--- src/rtl/if_id_fetch_queue.sv ---
// IF/ID decoupling FIFO: buffers {instruction, PC+4} pairs,
// back-pressures fetch and drops wrong-path entries on flush.
module if_id_fetch_queue #(
  parameter int DEPTH  = 4,
  parameter int DATA_W = 32
) (
  input  logic                     clk,
  input  logic                     rst,
  input  logic                     flush,
  input  logic                     in_valid,
  input  logic [DATA_W-1:0]        in_instruction,
  input  logic [DATA_W-1:0]        in_pc,
  output logic                     in_ready,
  output logic                     out_valid,
  output logic [DATA_W-1:0]        out_instruction,
  output logic [DATA_W-1:0]        out_pc,
  input  logic                     out_ready,
  output logic [$clog2(DEPTH):0]   count
);

  localparam int AW = $clog2(DEPTH);
  localparam int CW = AW + 1;

  logic [DATA_W-1:0] mem_instr [DEPTH];
  logic [DATA_W-1:0] mem_pc    [DEPTH];
  logic [AW-1:0]     wr_ptr;
  logic [AW-1:0]     rd_ptr;
  logic [CW-1:0]     cnt;
  logic              push;
  logic              pop;

  assign in_ready  = (cnt != CW'(DEPTH));
  assign out_valid = (cnt != '0);
  assign push      = in_valid & in_ready & ~flush;
  assign pop       = out_valid & out_ready & ~flush;
  assign count     = cnt;

  // Head entry is shown only when valid; otherwise a NOP bubble
  assign out_instruction = out_valid ? mem_instr[rd_ptr] : '0;
  assign out_pc          = out_valid ? mem_pc[rd_ptr]    : '0;

  // Storage write; contents need no reset
  always_ff @(posedge clk) begin
    if (push) begin
      mem_instr[wr_ptr] <= in_instruction;
      mem_pc[wr_ptr]    <= in_pc;
    end
  end

  // Pointers and occupancy; flush empties the queue
  always_ff @(posedge clk or negedge rst) begin
    if (!rst) begin
      wr_ptr <= '0;
      rd_ptr <= '0;
      cnt    <= '0;
    end else if (flush) begin
      wr_ptr <= '0;
      rd_ptr <= '0;
      cnt    <= '0;
    end else begin
      if (push) wr_ptr <= wr_ptr + AW'(1);
      if (pop)  rd_ptr <= rd_ptr + AW'(1);
      unique case (1'b1)
        (push & ~pop): cnt <= cnt + CW'(1);
        (pop & ~push): cnt <= cnt - CW'(1);
        default:       cnt <= cnt;
      endcase
    end
  end

endmodule

--- config.mk ---
export PLATFORM = sky130hd
export DESIGN_NAME = if_id_fetch_queue
export DESIGN_NICKNAME = d
export VERILOG_FILES = /design/src/rtl/if_id_fetch_queue.sv
export SDC_FILE = /design/constraint.sdc
export NUM_CORES = 1
export LEC_CHECK = 0
export ABC_AREA = 1
export CORE_MARGIN = 2
export CORE_UTILIZATION = 28
export CTS_BUF_LIST = sky130_fd_sc_hd__clkbuf_4 sky130_fd_sc_hd__clkbuf_8 sky130_fd_sc_hd__clkbuf_16
export DETAILED_ROUTE_END_ITERATION = 16
export SLEW_MARGIN = 10
export SYNTH_ARGS = -nofsm -noshare
export SYNTH_HDL_FRONTEND = slang
export SYNTH_SLANG_ARGS = --single-unit
--- constraint.sdc ---
create_clock -name clk -period 8.76 [get_ports clk]
set_input_delay 1.752 -clock clk [delete_from_list [all_inputs] [get_ports clk]]
set_output_delay 1.752 -clock clk [all_outputs]
set_load 0.02 [all_outputs]
==> results of run 1 <==
-- logic make-up after synthesis --
group,share of synthesized area [%]
and+or+nand+nor,10.5
DFF,76.0
AOI/OAI and AO/OA,9.70
buffers and inverters,3.08
adders and majority gates,0.677
xor gates and xnor gates,0.0847
-- layer usage --
layer / vias to the layer above / routed length, microns
li1: 3147 / -
met1: 3252 / 11300
met2: 144 / 12400
met3: 35 / 1110
met4: 0 / 507
met5: - / 0
-- critical path, stage by stage, from the launching register on --
cell and delay [ps]:
dfrtp_4 690, clkinv_2 480, buf_4 810, o21ai_0 220
a21oi_1 270, clkdlybuf4s50_1 650
-- power breakdown --
part	total (mW)	switching, mW	internal [mW]	leakage, nW
combinational	1.33	0.824	0.504	1.49
clock	1.16	0.471	0.690	0.455
sequential	1.51	0.0459	1.46	2.41
-- area by class of cell --
type | instances | share of cell area [%]
sequential | 263 | 60.2
clock inverter | 16 | 1.01
clock buffer | 37 | 6.01
timing repair buffer | 148 | 11.1
multi-input combinational | 493 | 16.8
tap | 468 | 4.48
inverter | 14 | 0.412
-- synth_stat cells, drive strengths merged --
library cell / instances
ha: 4
dfrtp: 7
edfxtp: 256
clkbuf: 12
fa: 1
a21boi: 1
xnor2: 1
buf: 36
nand3: 2
nand2: 22
a21oi: 67
inv: 14
nor2: 263
o21ai: 132
-- per-stage QoR --
stage	area [sq um]	setup slack [ps]	hold slack [ps]	power (mW)
after CTS	13100	3240	590	4.06
after global routing	13100	3010	629	4.21
final	13100	3320	586	4.00
after floorplan	10300	3530	580	2.27
after global placement	12200	3880	563	2.87
after detailed placement	12200	3840	577	2.88
-- sequential cells by signal, summed over array words and instances, names as in the netlist --
| register | count |
|---|---|
| wr_ptr | 2 |
| mem_pc | 128 |
| rd_ptr | 2 |
| mem_instr | 128 |
| count | 3 |
-- worst paths after layout --
check,endpoint,startpoint,slack [ps]
worst max-delay path,out_pc[16],rd_ptr[0],3320
worst min-delay path,count[1],count[1],590
worst max register to register,mem_pc[3][0],count[0],5700
worst min register to register,count[1],count[1],590
max in group asynchronous,rd_ptr[0],rst,7010
min in group asynchronous,count[2],rst,1470
==> results.md, run 1 <==
- Endpoints failing hold: 0
- Met3 global-route usage: 2.10%
- CP max FO: 89
- Worst min path class: flop to flop
- Register area share after synthesis: about three quarters
- Clock root buffer: clkbuf_16
- CTS Sinks: between 200 and 300
- Outcome: finished, final reports clean
- WL/cell: about 18 microns
- Synth Register Bits: 263
- Post-Route WL: 25300 microns
- Die span in x: 196 microns
- Post-layout util: 35.8%
- Grt peak-use layer: met2
- Worst path arrival time: roughly 3700 ps
- Die Height: 196 microns
- Max Root-Sink Buffers: 3
- Syn_area_per_cell: between 10 and 15 sq um
- DRC: 0
- Yosys top cell area share: 74.3%
- Clock slew at reported path FFs: 60 ps
- Layout area overhead: 26.4%
- Least-Margin Pin Slew: between 1000 and 1500 ps
- GRT overflow: 0
- Worst Setup Path Type: flop to output pin
- Power Dens Cells: 306 nW/um^2
- Post-CTS Setup Bufs: 0
- Mapped cell area: 10300 sq um
- # nets final: 1023
- Final Wtd Congestion: around 0.68
- Min cycle time layout: 5440 ps
- Initial antenna violation count: 0
- Final antenna-violating net count: 0
- Static leakage: 4.36 nW
- Placed cells: 1386
- Cts repair resizes: 0
- Worst hold path depth: 2
- Most frequent cells in the layout: nor2_1, edfxtp_1, clkdlybuf4s50_1
- Final number of max-transition violations: 0
- Setup_tns: 0 ps
- Share of cells above drive strength 1: 6.90%
- I/O Pins: roughly 140
- Number of port buffers: roughly 140
- Clk_skew: roughly 21 ps
- MaxCap Viol Count: 0
- Multi-input gate area: between 2000 and 2500 sq um
- Startpoint Class: flop
- Commonest non-fill, non-tap cell in the layout: nor2_1
- Setup violators final: 0
- CTS tree: done
- First-pass GRT wire length: 38900 microns
- Library cells used by synthesis: 20
- Hold-fix buffers, CTS: 0
- Hpwl dp: roughly 14000 microns
- Grt met2 use: a little under a quarter
- Vias: 6578
- CTS HTree Levels: 1
- Die area: 38500 sq um
- Largest net degree at the start of global routing: 90
- Vias per Instance: roughly 4.6
- F_max: 184 MHz
- Core area: 36500 sq um
- Row count: 70
- Register Area: 7870 sq um
- Antenna Cells: 0
- Max_slew headroom: 22.2%
- Worst-Skew Late Latency: between 500 and 600 ps
- Initial DRC count: approximately 350
- FILL cells: 3499
- Synth top area cells: edfxtp_1, nor2_1, o21ai_0
- Synth area leader: edfxtp_1
- DR pass1 iterations: 6
- Ratio of final minimum period to clock period: 62.1%
- Met1 usage: approximately 17%
- Gate Count Post-Synth: 818
- Critical Path RT: 7010 ps
- Syn nets: about 900
- CP Capture Type: output pin
- Synth warnings: 0
- VDD IR max: 0.000192 V
- Num CTS Buffers: 29
- Cell count of the worst reg-to-reg path: 7
- RSZ-0062 raised after global routing: false
- Finished Layout Cells: 1439
- Vias in the first global route: 6785
- Overall Global Routing Usage: 13.1%
- Initial Utilization: 28.3%
No activity file was read; power rests on OpenSTA's default activity.
==> run 2: changes to the inputs <==
- clock period: 8.76 -> 4.5 ns (I/O delays scaled with it)
==> run 2 against run 1 <==
First-iteration DRC count decreased by 18%. Clock-buffer cell count increased by 2. Total power increased by 95%. Clock power increased by 94%. Via count decreased by 1.5%. Worst hold slack got worse by 17 ps. Clock skew decreased by 5.9 ps. Global-route usage decreased by 0.55 points. Sequential cell count unchanged. Critical path type unchanged. Largest power group unchanged.
==> results.md, run 2 (synthesized netlist as in run 1, its figures left out) <==
- Static leakage: ~4.4 nW
- Most frequent cells in the layout: nor2_1, edfxtp_1, clkdlybuf4s50_1
- DP Worst Slack: between 1000 and 1500 ps
- RSZ-0062 raised after global routing: false
- Overall Global Routing Usage: 12.5%
- Power Dens Cells: 592 nW/um^2
- Vias per Instance: 4.48
- MaxCap Viol Count: 0
- Core area: 36500 sq um
- Post-CTS Setup Bufs: 0
- Hold-fix buffers, CTS: 0
- Number of port buffers: 137
- Final Wtd Congestion: ~0.74
- Vias: around 6500
- Reg-to-reg startpoint: count[0]
- Endpoints failing hold: 0
- Hold WS: ~570 ps
- FILL cells: 3498
- Die area: a little under 40000 sq um
- Clock root buffer: clkbuf_16
- Die Height: 196 microns
- CTS HTree Levels: 1
- WL/cell: around 17 microns
- Final antenna-violating net count: 0
- VDD IR max: 0.000374 V
- Cell count of the worst reg-to-reg path: 7
- Least-Margin Pin Slew: 900 ps
- Flop-to-flop setup slack: 2250 ps
- Max_slew headroom: 40.0%
- Final number of max-transition violations: 0
- Hpwl dp: ~14000 microns
- Hold_sp: count[1]
- Worst-Skew Late Latency: roughly 540 ps
- Die span in x: 196 microns
- Vias in the first global route: 6712
- Num CTS Buffers: 29
- Initial antenna violation count: 0
- Largest net degree at the start of global routing: 66
- Register Area: 7870 sq um
- Startpoint Class: flop
- Initial DRC count: 284
- DR pass1 iterations: 7
- Row count: 70
- CTS tree: done
- Clk_skew: 15.3 ps
- Worst path arrival time: between 2000 and 3000 ps
- Crit path from: rd_ptr[0]
- GRT overflow: 0
- CP Capture Type: output pin
- Cts repair resizes: 0
- Overall Power: around 7.8 mW
- Antenna Cells: 0
- Setup_tns: 0 ps
- F_max: 260 MHz
- Ratio of final minimum period to clock period: ~85%
- Multi-input gate area: roughly 2200 sq um
- Layout area overhead: 27.2%
- Outcome: finished, final reports clean
- R2r endpoint: mem_pc[3][4]
- # nets final: about 1000
- Post-Route WL: ~24000 microns
- Share of cells above drive strength 1: 7.68%
- CTS Sinks: 263
- Setup crit end: out_instruction[20]
- CP max FO: 56
- First-pass GRT wire length: 37300 microns
- Critical Path RT: 3600 ps
- Worst Setup Path Type: flop to output pin
- DRC: 0
- Worst Setup Slack, final: 655 ps
- Min cycle time layout: approximately 3800 ps
- Initial Utilization: 28.3%
- Setup violators final: 0
- I/O Pins: around 140
- Worst min path class: flop to flop
- Max Root-Sink Buffers: 3
- Clock slew at reported path FFs: ~60 ps
- Commonest non-fill, non-tap cell in the layout: nor2_1
[run 2: worst min path at each step]
stage                     cells past startpoint        end
final                                         2   count[1]
after floorplan                               2  wr_ptr[1]
after detailed placement                      2   count[1]
after global placement                        2   count[1]
after CTS                                     2   count[1]
after global routing                          1   count[0]
[run 2: through the flow]
stage | area (sq um) | instances | utilization [%]
after floorplan | 10300 | 818 | -
after global placement | 12200 | 1393 | 33.5
after detailed placement | 12200 | 1393 | 33.5
after CTS | 13200 | 1445 | 36.0
after global routing | 13200 | 1445 | 36.0
final | 13200 | 1445 | 36.0
[run 2: cell type report]
type / count / share of cell area [%]
sequential: 263 / 59.8
multi-input combinational: 493 / 16.7
timing repair buffer: 155 / 11.7
clock buffer: 39 / 6.09
tap: 468 / 4.45
clock inverter: 13 / 0.856
inverter: 14 / 0.409
[run 2: metal layers]
| metal | vias to the layer above | GRT usage, % | wire, microns | part of all wire [%] |
|---|---|---|---|---|
| met5 | - | 0 | 0 | 0 |
| met4 | 0 | 3.20 | 393 | 1.6 |
| met3 | 34 | 2.51 | 1230 | 5.1 |
| met2 | 137 | 22.4 | 12000 | 50 |
| met1 | 3145 | 15.4 | 10500 | 44 |
| li1 | 3164 | - | - | - |
[run 2: report_power, final]
group          switching [mW]  leakage [nW]  total [mW]  internal [mW]
clock network           0.893         0.463        2.25           1.35
registers              0.0827          2.41        2.93           2.84
logic                    1.59          1.53        2.61           1.02
[run 2: critical path, stage by stage, from the launching register on]
cell	delay (ps)
dfrtp_4	680
clkinv_2	120
buf_4	460
o21ai_0	190
a21oi_1	250
clkdlybuf4s50_1	640
